### src/rtl/hrm_pkg.sv
// Shared types and constants for the hrmcpu OUTBOX queue.
package hrm_pkg;

  localparam int DATA_W = 8;

  typedef enum logic {
    OB_EMPTY = 1'b0,
    OB_HEAD  = 1'b1
  } ob_state_t;

endpackage

### src/rtl/hrm_outbox_if.sv
// Push/pop bus of the OUTBOX queue. The slave modport is the queue, and master is the CPU/consumer side.
// The error signals exist only when OUTBOX_ERR_EN is defined.
interface hrm_outbox_if #(
  parameter int AW = 3
);
  import hrm_pkg::*;

  logic              i_wr;
  logic [DATA_W-1:0] i_data;
  logic              o_full;
  logic              i_rd;
  logic [DATA_W-1:0] o_data;
  logic              o_empty;
  logic [AW:0]       o_level;
`ifdef OUTBOX_ERR_EN
  logic              i_err_clr;
  logic              o_err_ovf;
  logic              o_err_udf;

  modport slave  (input  i_wr, i_data, i_rd, i_err_clr,
                  output o_full, o_data, o_empty, o_level, o_err_ovf, o_err_udf);
  modport master (output i_wr, i_data, i_rd, i_err_clr,
                  input  o_full, o_data, o_empty, o_level, o_err_ovf, o_err_udf);
`else
  modport slave  (input  i_wr, i_data, i_rd,
                  output o_full, o_data, o_empty, o_level);
  modport master (output i_wr, i_data, i_rd,
                  input  o_full, o_data, o_empty, o_level);
`endif

endinterface

### src/rtl/hrm_outbox_mem.sv
// OUTBOX backing store. Writes are synchronous and reads are asynchronous.
// The contents are never reset. No backpressure is applied here; the caller gates we.
module hrm_outbox_mem
  import hrm_pkg::*;
#(
  parameter int AW = 3
) (
  input  logic              clk,
  input  logic              we,
  input  logic [AW-1:0]     waddr,
  input  logic [DATA_W-1:0] wdata,
  input  logic [AW-1:0]     raddr,
  output logic [DATA_W-1:0] rdata
);

  logic [DATA_W-1:0] mem_q [2**AW];

  always_ff @(posedge clk) begin
    if (we) mem_q[waddr] <= wdata;
  end

  assign rdata = mem_q[raddr];

endmodule

### src/rtl/hrm_outbox.sv
// FWFT OUTBOX queue. A push becomes visible one cycle later, and a pop advances the head one cycle later.
// A push while full with no pop is dropped, and a pop while empty is dropped. OUTBOX_ERR_EN adds sticky error flags.
module hrm_outbox
  import hrm_pkg::*;
#(
  parameter int AW = 3
) (
  input  logic             clk,
  input  logic             i_rst,
  hrm_outbox_if.slave      bus
);

  localparam int CAP = 2**AW;

  ob_state_t         state_q, state_d;
  logic [DATA_W-1:0] head_q, head_d;
  logic [AW-1:0]     wr_ptr_q, wr_ptr_d;
  logic [AW-1:0]     rd_ptr_q, rd_ptr_d;
  logic [AW:0]       level_q, level_d;

  logic              full, pv, wv, arr_empty, mem_we;
  logic [DATA_W-1:0] mem_rdata;

  hrm_outbox_mem #(.AW(AW)) u_mem (
    .clk   (clk),
    .we    (mem_we),
    .waddr (wr_ptr_q),
    .wdata (bus.i_data),
    .raddr (rd_ptr_q),
    .rdata (mem_rdata)
  );

  assign full      = (level_q == (AW+1)'(CAP));
  assign pv        = bus.i_rd && (state_q == OB_HEAD);
  assign wv        = bus.i_wr && (!full || pv);
  // The head register holds one entry, so the array is empty while the level is below 2.
  assign arr_empty = (level_q < (AW+1)'(2));

  always_comb begin
    state_d  = state_q;
    head_d   = head_q;
    wr_ptr_d = wr_ptr_q;
    rd_ptr_d = rd_ptr_q;
    level_d  = level_q;
    mem_we   = 1'b0;

    if (wv && !pv)      level_d = level_q + (AW+1)'(1);
    else if (pv && !wv) level_d = level_q - (AW+1)'(1);

    case (state_q)
      OB_EMPTY: begin
        if (wv) begin
          head_d  = bus.i_data;
          state_d = OB_HEAD;
        end
      end
      OB_HEAD: begin
        if (pv && !arr_empty) begin
          head_d   = mem_rdata;
          rd_ptr_d = rd_ptr_q + AW'(1);
          if (wv) begin
            mem_we   = 1'b1;
            wr_ptr_d = wr_ptr_q + AW'(1);
          end
        end else if (pv) begin
          if (wv) head_d  = bus.i_data;
          else    state_d = OB_EMPTY;
        end else if (wv) begin
          mem_we   = 1'b1;
          wr_ptr_d = wr_ptr_q + AW'(1);
        end
      end
      default: state_d = OB_EMPTY;
    endcase
  end

  always_ff @(posedge clk or posedge i_rst) begin
    if (i_rst) begin
      state_q  <= OB_EMPTY;
      head_q   <= '0;
      wr_ptr_q <= '0;
      rd_ptr_q <= '0;
      level_q  <= '0;
    end else begin
      state_q  <= state_d;
      head_q   <= head_d;
      wr_ptr_q <= wr_ptr_d;
      rd_ptr_q <= rd_ptr_d;
      level_q  <= level_d;
    end
  end

  assign bus.o_data  = head_q;
  assign bus.o_empty = (state_q == OB_EMPTY);
  assign bus.o_full  = full;
  assign bus.o_level = level_q;

`ifdef OUTBOX_ERR_EN
  logic err_ovf_q, err_ovf_d, err_udf_q, err_udf_d;

  // A clear takes priority over a set in the same cycle.
  always_comb begin
    err_ovf_d = err_ovf_q | (bus.i_wr && !wv);
    err_udf_d = err_udf_q | (bus.i_rd && (state_q == OB_EMPTY));
    if (bus.i_err_clr) begin
      err_ovf_d = 1'b0;
      err_udf_d = 1'b0;
    end
  end

  always_ff @(posedge clk or posedge i_rst) begin
    if (i_rst) begin
      err_ovf_q <= 1'b0;
      err_udf_q <= 1'b0;
    end else begin
      err_ovf_q <= err_ovf_d;
      err_udf_q <= err_udf_d;
    end
  end

  assign bus.o_err_ovf = err_ovf_q;
  assign bus.o_err_udf = err_udf_q;
`endif

endmodule
### src/flat_wrapper.sv
// flat-port wrapper written by rule: the top's interface ports become plain ports
module hrm_outbox_flat import hrm_pkg::*;
#(
  parameter int AW = 3
)
  (clk, i_rst, bus_i_wr, bus_i_data, bus_i_rd, bus_o_full, bus_o_data, bus_o_empty, bus_o_level);
  hrm_outbox_if #(.AW(AW)) bus_i ();
  input  logic clk;
  input  logic i_rst;
  input wire logic [$bits(bus_i.i_wr)-1:0] bus_i_wr;
  input wire logic [$bits(bus_i.i_data)-1:0] bus_i_data;
  input wire logic [$bits(bus_i.i_rd)-1:0] bus_i_rd;
  output wire logic [$bits(bus_i.o_full)-1:0] bus_o_full;
  output wire logic [$bits(bus_i.o_data)-1:0] bus_o_data;
  output wire logic [$bits(bus_i.o_empty)-1:0] bus_o_empty;
  output wire logic [$bits(bus_i.o_level)-1:0] bus_o_level;
  assign bus_i.i_wr = bus_i_wr;
  assign bus_i.i_data = bus_i_data;
  assign bus_i.i_rd = bus_i_rd;
  assign bus_o_full = bus_i.o_full;
  assign bus_o_data = bus_i.o_data;
  assign bus_o_empty = bus_i.o_empty;
  assign bus_o_level = bus_i.o_level;
  hrm_outbox #(.AW(AW)) u_core (.clk(clk), .i_rst(i_rst), .bus(bus_i));
endmodule
### config.mk
export PLATFORM = sky130hd
export DESIGN_NAME = hrm_outbox_flat
export DESIGN_NICKNAME = d
export VERILOG_FILES = /design/src/rtl/hrm_pkg.sv /design/src/rtl/hrm_outbox_if.sv /design/src/rtl/hrm_outbox_mem.sv /design/src/rtl/hrm_outbox.sv /design/src/flat_wrapper.sv
export SDC_FILE = /design/constraint.sdc
export NUM_CORES = 1
export LEC_CHECK = 0
export ABC_AREA = 1
export BUFFER_PORTS_ARGS = -buffer_cell sky130_fd_sc_hd__clkbuf_2
export CAP_MARGIN = 20
export CORE_MARGIN = 3
export CORE_UTILIZATION = 50
export CTS_BUF_LIST = sky130_fd_sc_hd__clkbuf_16
export DETAILED_ROUTE_END_ITERATION = 16
export PLACE_DENSITY = 0.74
export SYNTH_ARGS = -nofsm -noshare
export SYNTH_HDL_FRONTEND = slang
export SYNTH_SLANG_ARGS = --single-unit
### constraint.sdc
create_clock -name clk -period 4.8 [get_ports clk]
set_input_delay 0.24 -clock clk [delete_from_list [all_inputs] [get_ports clk]]
set_output_delay 0.24 -clock clk [all_outputs]
set_load 0.02 [all_outputs]
==> results of run 1 <==
[metal layers]
layer  track usage  wire (um)
met5             0          0
met4        0.0842        160
met3        0.0398        514
met2         0.333       4010
met1         0.285       3630
[final cells by class]
type | instances | area share
tap | 96 | 0.0286
inverter | 22 | 0.0208
multi-input combinational | 235 | 0.279
clock buffer | 9 | 0.0536
sequential | 83 | 0.570
clock inverter | 7 | 0.0146
timing repair buffer | 27 | 0.0327
[through the flow]
stage | hold WS (ps) | area (um2) | worst slack (ps) | utilization
after global placement | 375 | 3910 | 2370 | 0.557
after floorplan | 191 | 3750 | 2530 | -
after global routing | 73.5 | 4200 | 2110 | 0.599
final | 14.9 | 4200 | 2310 | 0.599
after CTS | 35.3 | 4200 | 2210 | 0.598
after detailed placement | 387 | 3910 | 2260 | 0.557
[cells by family after synthesis]
family	share of synthesized area
AND/OR/NAND/NOR	0.261
flip-flops	0.639
buffers and inverters	0.0480
AO/OA/AOI/OAI	0.0123
XOR/XNOR	0.0163
adder cells (fa/ha/maj)	0.0233
[cell usage in the layout, fill, tap and decap left out, drive strengths merged]
master | Yosys | final
xnor2 | 4 | 4
edfxtp | 64 | 64
nor3 | 4 | 4
o21bai | 1 | 1
buf | 13 | 1
clkbuf | 1 | 35
ha | 7 | 7
nor4 | 1 | 1
clkinvlp | 0 | 1
xor2 | 3 | 3
clkinv | 1 | 2
dfrtp | 19 | 19
nand2 | 115 | 115
o21ai | 2 | 2
nor2 | 9 | 9
inv | 21 | 25
nand3 | 85 | 85
a31oi | 2 | 2
a21oi | 1 | 1
bufinv | 0 | 1
o211ai | 1 | 1
[worst max-delay path, cell delays in order (launching register included)]
cell	delay [ps]
dfrtp_1	420
inv_2	120
nor2_4	40
nand3_4	130
nand2_8	100
inv_6	90
ha_1	150
nand3_1	90
o21ai_2	100
inv_2	90
nor3_1	770
[power by group]
group / total [W] / internal, W / switching [W]
combinational: 0.000984 / 0.000310 / 0.000675
clock: 0.000659 / 0.000397 / 0.000262
sequential: 0.00106 / 0.000929 / 0.000132
[flip-flops by register name (all words and copies together) (netlist names)]
signal              count
u_core.bus.o_data       8
u_core.bus.o_level      4
u_core.state_q          1
u_core.u_mem.mem_q     64
u_core.wr_ptr_q         3
u_core.rd_ptr_q         3
[worst min path at each step]
stage	start	slack, ps	endpoint	cells past startpoint
2_1_floorplan	i_rst	190	u_core.bus.o_data[0]$_DFFE_PP0P_	1
3_3_place_gp	i_rst	380	u_core.bus.o_data[0]$_DFFE_PP0P_	2
3_5_place_dp	i_rst	390	u_core.bus.o_data[0]$_DFFE_PP0P_	2
4_1_cts	i_rst	40	u_core.rd_ptr_q[1]$_DFFE_PP0P_	2
5_1_grt	i_rst	70	u_core.bus.o_data[2]$_DFFE_PP0P_	2
6_report	i_rst	10	u_core.bus.o_data[0]$_DFFE_PP0P_	2
==> results.json, run 1 <==
{
  "netlist_instances": 354,
  "design.die.area_mm2": 0.00858,
  "via_count": 2601,
  "syn_to_final_growth_pct": 12.0,
  "finalSetupViolCount": 0,
  "regArea_mm2": 0.00240,
  "critPathMaxFanout": 10,
  "tns_ps": 0,
  "seq_area_frac_synth": 0.639,
  "cts_resized": 0,
  "clock_path_buffers": 2,
  "ys_seq_elements": 83,
  "fillers": 576,
  "drv_slew": 0,
  "slew_headroom": 0.324,
  "synth.yosys.warnings": 0,
  "synth_cell_type_count": 30,
  "grt_setup_unrepaired": "no",
  "post_cts_buffers": 0,
  "yosysMostFrequentCell": "nand2_1",
  "vdd_drop_max_mv": 0.272,
  "drt-initial-drc-count": 294,
  "drcViolationCount": 0,
  "synth_area_leaders": "edfxtp_1 (51%), dfrtp_1 (13%), nand2_1 (11%)",
  "htreeDepth": 3,
  "grt_usage": 0.209,
  "total_power_w": 0.00270,
  "num_rows": 30,
  "criticalPathCategory": "reg2reg",
  "hp-class": "in2async",
  "worstMarginPinSlew_ps": 1010,
  "critPathCapture": "u_core.u_mem.mem_q[0][0]$_DFFE_PP_",
  "synth.largest_area_cell": "edfxtp_1",
  "cts_root_buffer": "clkbuf_16",
  "worst-r2r-cell-count": 10,
  "multi_input_area_mm2": 0.00117,
  "hpwlAfterDp_um": 5510,
  "layout_min_cycle_time_ps": 2490,
  "synth_edf_count": 64,
  "viasPerCell": 5.43,
  "port_buffers": 25,
  "r2r_end": "u_core.u_mem.mem_q[0][0]$_DFFE_PP_",
  "max_freq_mhz": 401,
  "antenna_found_initial": 0,
  "worstPathArrival_ps": 2450,
  "start_util": 0.534,
  "ant_nets": 0,
  "wl_per_cell_um": 17.4,
  "cts_buffers": 9,
  "grt_pass1_vias": 2539,
  "status": "finished clean",
  "num_io_pins": 26,
  "power_density_mw_per_mm2": 644,
  "grt_pass1_wl_um": 13100,
  "max_cap_violations": 0,
  "grt_max_degree": 35,
  "synth_top_flop_cell": "edfxtp_1",
  "clock_skew_ps": 5.53,
  "clock-sinks": 83,
  "ctsHoldBuffers": 0,
  "cts_tree": "done",
  "async_flop_share": 0.229,
  "cts.clk_slew.worst_paths_ps": 60,
  "dp.cells": 462,
  "finalCritPeriodShare": 0.520,
  "critPathLaunchType": "register",
  "synth_fp_nets": 373,
  "drive_above_1_share": 0.144,
  "die_w_um": 92.6,
  "cp-end-kind": "register",
  "drt-total-wl_um": 8320,
  "crit_start": "u_core.bus.o_level[3]$_DFFE_PP0P_",
  "r2r-start": "u_core.bus.o_level[3]$_DFFE_PP0P_",
  "antenna_cells": 0,
  "drt_pass1_iterations": 5,
  "leakagePower_nw": 1.72,
  "grt-ovfl-total": 0,
  "place_congestion": 0.880,
  "netlist.area_leader.share": 0.512,
  "insertion_delay_ps": 330,
  "fin_cells": 479,
  "nets": 397,
  "reg2reg_slack_ps": 2310,
  "core_mm2": 0.00702,
  "syn_area_mm2": 0.00375,
  "hold_viol": 0,
  "synth_common_cells": "nand2_1 (111), nand3_1 (83), edfxtp_1 (64)",
  "syn_avg_cell_area_um2": 10.6,
  "cp.required_ps": 4750,
  "die_y_um": 92.6
}
Note: power is estimated with default switching activity, not from simulation.
==> run 2, diff against run 1 <==
--- a/config.mk
+++ b/config.mk
@@ -12,7 +12,7 @@
 export CORE_UTILIZATION = 50
 export CTS_BUF_LIST = sky130_fd_sc_hd__clkbuf_16
 export DETAILED_ROUTE_END_ITERATION = 16
-export PLACE_DENSITY = 0.74
+export PLACE_DENSITY = 0.77
 export SYNTH_ARGS = -nofsm -noshare
 export SYNTH_HDL_FRONTEND = slang
 export SYNTH_SLANG_ARGS = --single-unit
==> constraint.sdc (replaced) <==
create_clock -name clk -period 2.1 [get_ports clk]
set_input_delay 0.105 -clock clk [delete_from_list [all_inputs] [get_ports clk]]
set_output_delay 0.105 -clock clk [all_outputs]
set_load 0.02 [all_outputs]
==> results.json, run 2 (synthesized netlist as in run 1, its figures left out) <==
{
  "status": "finished clean",
  "total_power_w": 0.00638,
  "core_mm2": 0.00702,
  "cp-end-kind": "register",
  "clock-sinks": 83,
  "place_congestion": 0.854,
  "num_io_pins": 26,
  "largest_register": "u_core.u_mem.mem_q",
  "clock_path_buffers": 2,
  "critPathMaxFanout": 10,
  "critPathMaxStageDelay_ps": 420,
  "post-place-ws_ps": 73.5,
  "largest_register_ffs": 64,
  "ant_nets": 0,
  "grt_pass1_wl_um": 13700,
  "max_freq_mhz": 501,
  "worst-r2r-cell-count": 11,
  "viasPerCell": 5.61,
  "grt_max_degree": 34,
  "worstMarginPinSlew_ps": 746,
  "max_cap_violations": 0,
  "hp-class": "in2reg",
  "power_density_mw_per_mm2": 1460,
  "min_to": "u_core.u_mem.mem_q[1][7]$_DFFE_PP_",
  "port_buffers": 25,
  "wl_per_cell_um": 17.7,
  "vdd_drop_max_mv": 0.597,
  "drive_above_1_share": 0.197,
  "htreeDepth": 3,
  "drt-initial-drc-count": 217,
  "criticalPathCategory": "reg2reg",
  "dp.cells": 479,
  "start_util": 0.534,
  "hold_viol": 0,
  "r2r_end": "u_core.u_mem.mem_q[4][0]$_DFFE_PP_",
  "cts.clk_slew.worst_paths_ps": 60,
  "crit_top_cell": "inv_2",
  "via_count": 2796,
  "critPathSlowestCell": "dfrtp_1",
  "layout_common_cells": "nand2_1 (111), nand3_1 (83), edfxtp_1 (64)",
  "crit_chain": "inv_2 -> nor2_4 -> nand3_4 -> nand2_8 -> inv_6 -> ha_1 -> nand3_1 -> o21ai_2 -> inv_2 -> nor3_1 -> buf_4",
  "hold_path_startpoint": "bus_i_data[7]",
  "grt-ovfl-total": 0,
  "die_y_um": 92.6,
  "clock_skew_ps": 6.85,
  "r2r-start": "u_core.bus.o_level[3]$_DFFE_PP0P_",
  "leakagePower_nw": 1.82,
  "num_rows": 30,
  "hpwlAfterDp_um": 5640,
  "fillers": 573,
  "layout_min_cycle_time_ps": 2000,
  "drv_slew": 0,
  "cts_root_buffer": "clkbuf_16",
  "grt_pass1_vias": 2672,
  "die_w_um": 92.6,
  "worst_slack_ps": 103,
  "drt-total-wl_um": 8830,
  "cts_tree": "done",
  "slew_headroom": 0.502,
  "cp.required_ps": 2130,
  "insertion_delay_ps": 330,
  "cts_buffers": 9,
  "drt_pass1_iterations": 6,
  "layout_commonest_cell": "nand2_1",
  "finalSetupViolCount": 0,
  "design.die.area_mm2": 0.00858,
  "holdWs_ps": 97.2,
  "reg2reg_slack_ps": 100,
  "finalCritPeriodShare": 0.951,
  "drcViolationCount": 0,
  "regArea_mm2": 0.00240,
  "grt_usage": 0.212,
  "multi_input_area_mm2": 0.00119,
  "critPathLaunchType": "register",
  "worstPathArrival_ps": 2030,
  "fin_cells": 498,
  "hold_depth": 1,
  "tns_ps": 0,
  "syn_to_final_growth_pct": 16.4,
  "nets": 416,
  "antenna_found_initial": 0,
  "antenna_cells": 0
}
[run 2: how the worst max path moves through the flow]
stage,end,startpoint,slack [ps]
2_1_floorplan,u_core.u_mem.mem_q[0][0]$_DFFE_PP_,u_core.bus.o_level[3]$_DFFE_PP0P_,-170
3_3_place_gp,u_core.u_mem.mem_q[0][3]$_DFFE_PP_,u_core.bus.o_level[3]$_DFFE_PP0P_,170
3_5_place_dp,u_core.bus.o_level[3]$_DFFE_PP0P_,u_core.bus.o_level[2]$_DFFE_PP0P_,70
4_1_cts,u_core.bus.o_level[3]$_DFFE_PP0P_,u_core.bus.o_level[2]$_DFFE_PP0P_,60
5_1_grt,u_core.bus.o_level[3]$_DFFE_PP0P_,u_core.bus.o_level[2]$_DFFE_PP0P_,-0.7
6_report,u_core.u_mem.mem_q[4][0]$_DFFE_PP_,u_core.bus.o_level[3]$_DFFE_PP0P_,100
[run 2: area by class of cell]
class	instances	area share
multi-input combinational	235	0.273
timing repair buffer	46	0.0653
clock inverter	6	0.00745
inverter	22	0.0201
tap	96	0.0275
clock buffer	10	0.0573
sequential	83	0.550
[run 2: through the flow]
step                      cell area (um2)  utilization
after floorplan                      3750            -
after global placement               4040        0.575
after detailed placement             4040        0.575
after CTS                            4330        0.617
after global routing                 4370        0.622
final                                4370        0.622
[run 2: metal layers]
metal	vias up	wire, um	part of all wire	track usage
met5	-	0	0	0
li1	1290	-	-	-
met1	1359	3610	0.41	0.285
met3	28	536	0.061	0.0366
met2	119	4370	0.49	0.332
met4	0	308	0.035	0.111
[run 2: timing repair]
item,4_1_cts,5_1_grt
setup buffers,0,2
endpoints found under the hold margin,19,0
gates resized for setup,0,5
setup endpoints to repair,0,9
hold buffers,1,0
[run 2: critical path: cells and delay by family, from the launching register on]
| family | cells | cell delay (ps) |
|---|---|---|
| AO/OA/AOI/OAI | 1 | 90 |
| AND/OR/NAND/NOR | 5 | 490 |
| buffers and inverters | 4 | 510 |
| adder cells (fa/ha/maj) | 1 | 170 |
| flip-flops | 1 | 420 |
[run 2: report_power, final]
| group | leakage (nW) | internal (W) | switching [W] |
|---|---|---|---|
| registers | 0.801 | 0.00213 | 0.000245 |
| clock network | 0.146 | 0.000861 | 0.000618 |
| logic | 0.870 | 0.000838 | 0.00169 |
